### src/rtl/biss_master_pkg.sv
`default_nettype none
// ============================================================================
// Module      : biss_master_pkg
// Description : Shared BiSS-C types and constants for the master and sniffer.
// Revision    : 1.0
// ============================================================================
package biss_master_pkg;

    typedef enum logic [3:0] {
        S_IDLE  = 4'd0,
        S_ACK   = 4'd1,
        S_START = 4'd2,
        S_CDS   = 4'd3,
        S_DATA  = 4'd4,
        S_STAT  = 4'd5,
        S_CRC   = 4'd6,
        S_TOUT  = 4'd7,
        S_DONE  = 4'd8,
        S_FAIL  = 4'd9
    } biss_state_t;

    localparam logic [6:0] CRC6_POLY      = 7'h43;
    localparam int         BITS_MAX       = 32;
    localparam int         CLK_PERIOD_MIN = 4;

    // Bits above nbits-1 replicate the received MSB.
    function automatic logic [31:0] sign_extend(input logic [31:0] value, input logic [5:0] nbits);
        logic [31:0] w_result;
        w_result = '0;
        for (int i = 0; i < 32; i++) begin
            w_result[i] = (i < int'(nbits)) ? value[i] : value[nbits - 6'd1];
        end
        return w_result;
    endfunction

endpackage
`default_nettype wire

### src/rtl/biss_crc6.sv
`default_nettype none
// ============================================================================
// Module      : biss_crc6
// Description : Serial CRC6 (x^6+x+1), seed 0, one message bit per enable.
// Revision    : 1.0
// ============================================================================
module biss_crc6
    import biss_master_pkg::*;
(
    input  logic       clk,
    input  logic       rst,
    input  logic       i_clear,
    input  logic       i_en,
    input  logic       i_bit,
    output logic [5:0] o_crc
);

    logic [5:0] r_crc;
    logic       w_fb;

    assign w_fb = i_bit ^ r_crc[5];

    always_ff @(posedge clk) begin
        if (rst || i_clear) begin
            r_crc <= '0;
        end else if (i_en) begin
            r_crc <= {r_crc[4:0], 1'b0} ^ (w_fb ? CRC6_POLY[5:0] : 6'd0);
        end
    end

    assign o_crc = r_crc;

endmodule
`default_nettype wire

### src/rtl/biss_master.sv
`default_nettype none
// ============================================================================
// Module      : biss_master
// Description : BiSS-C point-to-point master: drives MA, decodes position,
//               status and CRC6, publishes a sign-extended checked position.
// Revision    : 1.0
// ============================================================================
module biss_master
    import biss_master_pkg::*;
#(
    parameter int ACK_LIMIT     = 14,
    parameter int TIMEOUT_LIMIT = 4096
) (
    input  logic        clk_i,
    input  logic        reset_i,
    input  logic        trigger_i,
    input  logic [7:0]  BITS,
    input  logic [31:0] CLK_PERIOD,
    output logic        biss_sck_o,
    input  logic        biss_dat_i,
    output logic [31:0] posn_o,
    output logic        posn_valid_o,
    output logic        link_up_o,
    output logic        error_o,
    output logic        busy_o
);

    localparam int c_ack_w  = $clog2(ACK_LIMIT + 1);
    localparam int c_tout_w = $clog2(TIMEOUT_LIMIT + 1);

    biss_state_t         r_state;
    logic                r_dat_s1, r_dat_s2;
    logic [5:0]          r_bits;
    logic [31:0]         r_period, r_cnt;
    logic                r_sck, r_prime;
    logic [c_ack_w-1:0]  r_wait;
    logic [5:0]          r_bitcnt;
    logic [31:0]         r_shift;
    logic                r_ne;
    logic [5:0]          r_crc_rx;
    logic [c_tout_w-1:0] r_tout;
    logic [31:0]         r_posn;
    logic                r_posn_valid, r_link, r_error;

    logic [5:0]  w_bits_in;
    logic [31:0] w_period_in;
    logic        w_running, w_tick, w_sample, w_crc_clr, w_crc_en, w_crc_ok;
    logic [5:0]  w_crc;

    always_comb begin
        w_bits_in = BITS[5:0];
        if (BITS == 8'd0) begin
            w_bits_in = 6'd1;
        end else if (BITS > 8'(BITS_MAX)) begin
            w_bits_in = 6'(BITS_MAX);
        end
        w_period_in = CLK_PERIOD;
        if (CLK_PERIOD < 32'(CLK_PERIOD_MIN)) begin
            w_period_in = 32'(CLK_PERIOD_MIN);
        end
    end

    // The very first expiry only drops sck; samples land at the end of each high half.
    assign w_running = r_state inside {S_ACK, S_START, S_CDS, S_DATA, S_STAT, S_CRC};
    assign w_tick    = w_running && (r_cnt == 32'd0);
    assign w_sample  = w_tick && r_sck && !r_prime;
    assign w_crc_clr = (r_state == S_IDLE) && trigger_i;
    assign w_crc_en  = w_sample && ((r_state == S_DATA) || (r_state == S_STAT));
    assign w_crc_ok  = (r_crc_rx == ~w_crc);

    biss_crc6 u_crc6 (
        .clk     (clk_i),
        .rst     (reset_i),
        .i_clear (w_crc_clr),
        .i_en    (w_crc_en),
        .i_bit   (r_dat_s2),
        .o_crc   (w_crc)
    );

    always_ff @(posedge clk_i) begin
        if (reset_i) begin
            r_state      <= S_IDLE;
            r_dat_s1     <= 1'b1;
            r_dat_s2     <= 1'b1;
            r_bits       <= 6'd1;
            r_period     <= 32'(CLK_PERIOD_MIN);
            r_cnt        <= '0;
            r_sck        <= 1'b1;
            r_prime      <= 1'b0;
            r_wait       <= '0;
            r_bitcnt     <= '0;
            r_shift      <= '0;
            r_ne         <= 1'b0;
            r_crc_rx     <= '0;
            r_tout       <= '0;
            r_posn       <= '0;
            r_posn_valid <= 1'b0;
            r_link       <= 1'b0;
            r_error      <= 1'b0;
        end else begin
            r_dat_s1     <= biss_dat_i;
            r_dat_s2     <= r_dat_s1;
            r_posn_valid <= 1'b0;

            if (w_tick) begin
                r_cnt   <= r_period - 32'd1;
                r_sck   <= ~r_sck;
                r_prime <= 1'b0;
            end else if (w_running) begin
                r_cnt <= r_cnt - 32'd1;
            end

            // Later sck assignments below override the divider toggle.
            case (r_state)
                S_IDLE: begin
                    if (trigger_i) begin
                        r_bits   <= w_bits_in;
                        r_period <= w_period_in;
                        r_cnt    <= '0;
                        r_prime  <= 1'b1;
                        r_sck    <= 1'b1;
                        r_wait   <= '0;
                        r_bitcnt <= '0;
                        r_state  <= r_dat_s2 ? S_ACK : S_FAIL;
                    end
                end
                S_ACK: begin
                    if (w_sample) begin
                        if (!r_dat_s2) begin
                            r_state <= S_START;
                            r_wait  <= '0;
                        end else if (r_wait == c_ack_w'(ACK_LIMIT - 1)) begin
                            r_state <= S_FAIL;
                            r_sck   <= 1'b1;
                        end else begin
                            r_wait <= r_wait + 1'b1;
                        end
                    end
                end
                S_START: begin
                    if (w_sample) begin
                        if (r_dat_s2) begin
                            r_state <= S_CDS;
                        end else if (r_wait == c_ack_w'(ACK_LIMIT - 1)) begin
                            r_state <= S_FAIL;
                            r_sck   <= 1'b1;
                        end else begin
                            r_wait <= r_wait + 1'b1;
                        end
                    end
                end
                S_CDS: begin
                    if (w_sample) begin
                        r_state  <= S_DATA;
                        r_bitcnt <= '0;
                    end
                end
                S_DATA: begin
                    if (w_sample) begin
                        r_shift <= {r_shift[30:0], r_dat_s2};
                        if (r_bitcnt == r_bits - 6'd1) begin
                            r_bitcnt <= '0;
                            r_state  <= S_STAT;
                        end else begin
                            r_bitcnt <= r_bitcnt + 6'd1;
                        end
                    end
                end
                S_STAT: begin
                    if (w_sample) begin
                        if (r_bitcnt == 6'd0) begin
                            r_ne     <= r_dat_s2;
                            r_bitcnt <= 6'd1;
                        end else begin
                            r_bitcnt <= '0;
                            r_state  <= S_CRC;
                        end
                    end
                end
                S_CRC: begin
                    if (w_sample) begin
                        r_crc_rx <= {r_crc_rx[4:0], r_dat_s2};
                        if (r_bitcnt == 6'd5) begin
                            r_state <= S_TOUT;
                            r_sck   <= 1'b1;
                            r_tout  <= '0;
                        end else begin
                            r_bitcnt <= r_bitcnt + 6'd1;
                        end
                    end
                end
                S_TOUT: begin
                    if (r_dat_s2) begin
                        r_state <= S_DONE;
                    end else if (r_tout == c_tout_w'(TIMEOUT_LIMIT - 1)) begin
                        r_state <= S_FAIL;
                    end else begin
                        r_tout <= r_tout + 1'b1;
                    end
                end
                S_DONE: begin
                    if (w_crc_ok && r_ne) begin
                        r_posn       <= sign_extend(r_shift, r_bits);
                        r_posn_valid <= 1'b1;
                        r_link       <= 1'b1;
                        r_error      <= 1'b0;
                    end else begin
                        r_error <= 1'b1;
                    end
                    r_state <= S_IDLE;
                end
                S_FAIL: begin
                    r_sck   <= 1'b1;
                    r_error <= 1'b1;
                    r_link  <= 1'b0;
                    r_state <= S_IDLE;
                end
                default: r_state <= S_IDLE;
            endcase
        end
    end

    assign biss_sck_o   = r_sck;
    assign posn_o       = r_posn;
    assign posn_valid_o = r_posn_valid;
    assign link_up_o    = r_link;
    assign error_o      = r_error;
    assign busy_o       = (r_state != S_IDLE);

endmodule
`default_nettype wire

### config.mk
export PLATFORM = sky130hd
export DESIGN_NAME = biss_master
export DESIGN_NICKNAME = d
export VERILOG_FILES = /design/src/rtl/biss_master_pkg.sv /design/src/rtl/biss_crc6.sv /design/src/rtl/biss_master.sv
export SDC_FILE = /design/constraint.sdc
export NUM_CORES = 1
export LEC_CHECK = 0
export BUFFER_PORTS_ARGS = -buffer_cell sky130_fd_sc_hd__buf_2
export CAP_MARGIN = 15
export CORE_MARGIN = 8
export CORE_UTILIZATION = 40
export CTS_CLUSTER_DIAMETER = 80
export DETAILED_ROUTE_END_ITERATION = 16
export SYNTH_ARGS = -nofsm -noshare
export SYNTH_HDL_FRONTEND = slang
export SYNTH_HIERARCHICAL = 1
export SYNTH_SLANG_ARGS = --single-unit
### constraint.sdc
create_clock -name clk_i -period 6.65 [get_ports clk_i]
set_clock_uncertainty 0.1 [all_clocks]
set_input_delay 1.33 -clock clk_i [delete_from_list [all_inputs] [get_ports clk_i]]
set_output_delay 1.33 -clock clk_i [all_outputs]
set_load 0.01 [all_outputs]
# ---- Word-level counts from Yosys, hierarchy flattened
# Cells that the tools add are included.
dict set report classes {
  addsub 6
  magnitude_cmp 35
  eq_ne 30
  mux 98
  bitwise 5
  n_reduce_logical 30
}
# operator count
set op_table {}
lappend op_table {{32-bit two-way mux} 5}
lappend op_table {{5-bit by 6-bit less-than comparator with 1-bit output, first input constant} 16}
lappend op_table {{4-bit two-way mux} 22}
lappend op_table {{32-bit by 1-bit subtractor with 32-bit output, second input constant} 2}
lappend op_table {{6-bit two-way mux} 9}
lappend op_table {{13-bit two-way mux} 4}
lappend op_table {{1-bit two-way mux} 49}
lappend op_table {{4-bit by 6-bit less-than comparator with 1-bit output, first input constant} 8}
lappend op_table {{32-bit logical NOT} 1}
lappend op_table {{32-bit by 3-bit less-than comparator with 1-bit output, second input constant} 1}
lappend op_table {{4-bit one-hot mux with 8 select lines} 1}
lappend op_table {{6-bit one-hot mux with 5 select lines} 1}
lappend op_table {{2-bit inequality test, second input constant} 13}
lappend op_table {{13-bit one-hot mux with 2 select lines} 1}
lappend op_table {{3-bit by 6-bit less-than comparator with 1-bit output, first input constant} 4}
lappend op_table {{4-bit by 3-bit == test with 1-bit output, second input constant} 4}
lappend op_table {{13-bit by 1-bit adder with 13-bit output, second input constant} 1}
lappend op_table {{13-bit by 12-bit == test with 1-bit output, second input constant} 1}
lappend op_table {{4-bit == test, second input constant} 3}
lappend op_table {{6-bit == test} 2}
lappend op_table {{1-bit by 6-bit less-than comparator with 1-bit output, first input constant} 2}
lappend op_table {{2-bit by 6-bit less-than comparator with 1-bit output, first input constant} 2}
lappend op_table {{4-bit one-hot mux with 3 select lines} 1}
lappend op_table {{11-bit AND reduction} 1}
lappend op_table {{other kinds (34)} 50}
dict set report word_totals {
  ff_bits 181
  input_bits 44
  out_inout_bits 37
  wordCells 223
}

# ---- Depth between registers and ports, before layout
dict set report depth {
  ltp_word 8
  mapped_depth 14
  mapped_depth_nobuf 11
}

# ---- By module
# Netlist, hierarchy kept.
# mod instances cells_each area_each_um2 seq_area_each_um2
set by_module_without_submodules {}
lappend by_module_without_submodules {biss_master 1 1108 9085.0 3503.4}
lappend by_module_without_submodules {biss_crc6 1 25 242.7 120.1}

# ---- Least setup slack after synthesis
# OpenSTA, ideal clock, no wires.
dict set report synth_path {
  path_kind {flip-flop to flip-flop}
  start {register r_cnt[8]}
  end {register r_tout[0]}
  setup_ns 0.128
  arrival_ns 3.341
  t_required_ns 6.422
  path_slack_ns 3.082
  stages_incl_launch_ff 14
  path_buffers 4
  synth_period_minus_slack_ns 3.568
  path_cell_list {dfxtp_1 > nor4_1 > nand3_1 > clkbuf_1 > nor4_1 > ha_1 > nand2b_1 > or3_1 > clkbuf_1 > or3_1 > clkbuf_1 > nand2_1 > clkbuf_1 > nor2_1}
}
dict set report synth_between {
  elab_chain_len 6
}
# element line_no
set synth_rtl {}
lappend synth_rtl {{start: declaration} biss_master.sv:34} ;# logic [31:0] r_period, r_cnt;
lappend synth_rtl {{start signal: assignment} biss_master.sv:106} ;# r_cnt <= r_period - 32'd1;
lappend synth_rtl {{start signal: assignment} biss_master.sv:110} ;# r_cnt <= r_cnt - 32'd1;
lappend synth_rtl {{32-bit logical NOT} biss_master.sv:65} ;# assign w_tick = w_running && (r_cnt == 32'd0);
lappend synth_rtl {{1-bit logical AND} biss_master.sv:65}
lappend synth_rtl {{1-bit logical AND (2 in series)} biss_master.sv:66} ;# assign w_sample = w_tick && r_sck && !r_prime;
lappend synth_rtl {{2-bit inequality test (no source line)} --}
lappend synth_rtl {{5-bit AND reduction (no source line)} --}
lappend synth_rtl {{end signal: assignment} biss_master.sv:198} ;# r_tout <= r_tout + 1'b1;
lappend synth_rtl {{end: declaration} biss_master.sv:41} ;# logic [c_tout_w-1:0] r_tout;
# No other way between the ends.
# A chain may end at the register's enable or synchronous reset.

# ---- Final worst setup path
dict set report layout_path {
  start {register r_cnt[8]}
  end {register r_state[1]}
}
dict set report layout_between {
  elab_chain_len 6
  word_cells_on_any_way 11
  classes_between {eq/ne: 6; reduce/logical: 5}
}
# element line_no
set layout_rtl {}
lappend layout_rtl {{32-bit logical NOT *} biss_master.sv:65}
lappend layout_rtl {{1-bit logical AND *} biss_master.sv:65}
lappend layout_rtl {{1-bit logical AND * (2 in series)} biss_master.sv:66}
lappend layout_rtl {{2-bit inequality test (no source line)} --}
lappend layout_rtl {{11-bit AND reduction (no source line) *} --}
lappend layout_rtl {{end signal: assignment} biss_master.sv:124} ;# r_state <= r_dat_s2 ? S_ACK : S_FAIL;
lappend layout_rtl {{end: declaration} biss_master.sv:31} ;# biss_state_t r_state;
# Every way passes the cells marked *; elsewhere a longest branch is shown, timed or not.

==> metrics <==
Crit Path Max Fanout 14; CP Capture Type flip-flop; Clk Tree Root Cell clkbuf_16; final hold slack ~0.31 ns; max cap viols 0; status completed; Yosys reg bits around 180; f_max 234.5 MHz; # hold bufs at CTS 0; initial antenna violation count 0; Power Density between 300 and 400 mW/mm²; post-route ant nets 0; Final Max Slew Viols 0; clock sink count roughly 180; vias in the first global route ~8000; sequential-to-total area share from yosys stat around two fifths; Resized Gates After CTS 0; number of synthesized flops with an enable pin 0; Rows 56; Iter 0 DRT Violations just under 700; Flop pwr share 37.3%; leading cell type in the layout, fill and taps excluded dfxtp_1; M2 GR Usage between 20% and 30%; syn nets between 1000 and 1500; post-route insts no fill 1500; synthesized area approximately 0.0093 mm²; VDD IR max between 0.00015 and 0.0002 V; register area about 0.0036 mm²; Worst setup SP type flip-flop; CTS tree done; most frequent cells in the layout dfxtp_1, nand2_1, nor2_1, buf_2, a21oi_1; H-tree levels 4; clock-pin transition on the worst setup and hold timing paths approximately 0.070 ns; DRC Markers 0; Design Power ~3.5 mW; Pleak approximately 4.1 nW; synth warn 6; global route hottest layer met2; Initial Util 40.22%; placed cell count around 1500; minimum clock period approximately 4.3 ns; fraction of registers with async set/reset 0%; Placeable Area roughly 0.023 mm²; Setup-failing EPs final 0; Pre-antenna DRT Iters 5; P&R area growth vs syn 13.44%; switch share around 36%; Switch Pwr approximately 1.3 mW; Post-Synthesis Cells 1133; grt ovf 0; via density per instance 5.549; DP HPWL 18110 µm; FILL cells ~2300; width of the chip roughly 170 µm; WP data required 6.91 ns; largest net degree at the start of global routing 60; Post-synth top flop dfxtp_1; unrepaired setup endpoints after global routing false; global-route wire length before repair roughly 43000 µm; Total GRT Usage a little under a fifth; combinational power share 31.0%; Relative slew margins between 30% and 40%; layout cell share with drive strength beyond 1 a little over an eighth; placement-stage cell area approximately 0.01 mm²; Distinct cells, synth 66; drt wl/cell roughly 17 µm; part of the cycle the worst path needs between 60% and 70%; Synth Area per Inst slightly above 8 µm²; hold crit path type reg2reg; M1 GR Usage around a quarter; type of the worst setup path reg2reg; Buffers on Ports 80; fin area ~0.011 mm²; Multi-input gate area ~0.0053 mm²; count of final hold-check violations 0; Worst-Skew Late Latency about 0.44 ns; die height 168.7 µm; ant diodes 0; num ports 81; CP arrival around 4.5 ns; Clk network pwr share about a third; final wirelength 25920 µm; met3 Use GR 3.284%; clock buffer depth 2; # nets final 1226; Int Power around 2.2 mW; worst slew pin tran ~1.0 ns; sum of negative setup slack 0 ns; via count 8324; Post-CTS Setup Inserts 0; GPL Wtd Cong 0.8460; Inserted Clock Buffers 17; die area 0.02846 mm²
==> cells in the mapped netlist, drive strengths merged, types with 4 or more instances <==
library cell | number | area, µm²
o22ai | 19 | 118.9
nor3 | 40 | 210.2
inv | 19 | 71.32
and3 | 15 | 93.84
nor4 | 29 | 193.9
nor2b | 8 | 50.05
nand2 | 143 | 536.8
nand2b | 10 | 62.56
mux2i | 18 | 180.2
mux4 | 8 | 180.2
nor2 | 100 | 382.9
a211oi | 30 | 225.2
xnor2 | 41 | 359.1
a31oi | 4 | 25.02
buf | 11 | 62.55
a21o | 22 | 165.2
o211ai | 4 | 30.03
xor2 | 48 | 420.4
and4 | 4 | 35.03
or3 | 21 | 131.4
ha | 14 | 175.2
nor3b | 6 | 45.04
a22o | 28 | 245.2
o21ai | 44 | 220.2
or2 | 11 | 68.82
nand4 | 12 | 75.07
nand3 | 47 | 235.2
or4 | 9 | 75.07
clkbuf | 63 | 236.5
o21a | 4 | 30.03
dfxtp | 181 | 3623
a21oi | 78 | 390.4
==> worst max-delay path: stages (launching register included) <==
cell,delay (ns)
dfxtp_1,0.34
nor4_1,0.59
nand3_1,0.56
nor4_1,0.53
ha_1,0.28
nor2b_1,0.40
a2111oi_0,0.13
a211oi_1,0.31
o21ai_0,0.26
or4_1,0.54
o22ai_1,0.15
==> worst paths after layout <==
path                end  slack (ns)  cells past startpoint  startpoint
min reg2reg    r_dat_s2        0.31                      1    r_dat_s1
max reg2reg  r_state[1]        2.39                     10    r_cnt[8]
min            r_dat_s2        0.31                      1    r_dat_s1
max          r_state[1]        2.39                     10    r_cnt[8]
==> per-layer routing <==
layer / wire length [µm] / share of wire [%]
met5: 0 / 0
met3: 1240 / 4.8
met2: 12220 / 47
met4: 522 / 2.0
met1: 11940 / 46
==> power groups by stage <==
stage / sequential, mW / combinational [mW] / clock [mW]
final: 1.31 / 1.09 / 1.11
after global routing: 1.33 / 1.23 / 1.18
after CTS: 1.31 / 1.09 / 1.14
after detailed placement: 1.34 / 1.08 / 0
after global placement: 1.33 / 1.07 / 0
after floorplan: 1.28 / 0.898 / 0
==> cell type report <==
class,count,area share (%)
Multi-Input combinational cell,858,50.49
Inverter,20,0.7095
Timing Repair Buffer,90,4.706
Clock inverter,14,2.022
Tap cell,319,3.772
Sequential cell,181,34.24
Clock buffer,18,4.056
==> registers in the layout (all words and copies together), names as in the netlist <==
register      count
posn_o           32
r_cnt            32
r_period         32
r_shift          32
r_tout           13
r_bitcnt          6
r_bits            6
r_crc_rx          6
u_crc6/o_crc      6
r_state           4
r_wait            4
biss_sck_o        1
error_o           1
link_up_o         1
posn_valid_o      1
r_dat_s1          1
r_dat_s2          1
r_ne              1
r_prime           1
==> cell families (layout without fill, tap and decap cells) <==
logic type	count (synthesis)	count (layout)	share of synthesized area, %
AOI/OAI and AO/OA	258	258	17.87
xor gates and xnor gates	89	89	8.357
adders and majority gates	14	14	1.878
buffers and inverters	94	142	4.011
DFF	181	181	38.85
muxes	27	27	3.984
and+or+nand+nor	470	470	25.06
==> per-stage QoR <==
step / utilization [%] / setup slack [ns]
after floorplan: - / 3.082
after global placement: 42.70 / 2.493
after detailed placement: 42.70 / 2.433
after CTS: 45.47 / 2.384
after global routing: 45.62 / 1.981
final: 45.62 / 2.386
Power figures use the tool's default switching activity.
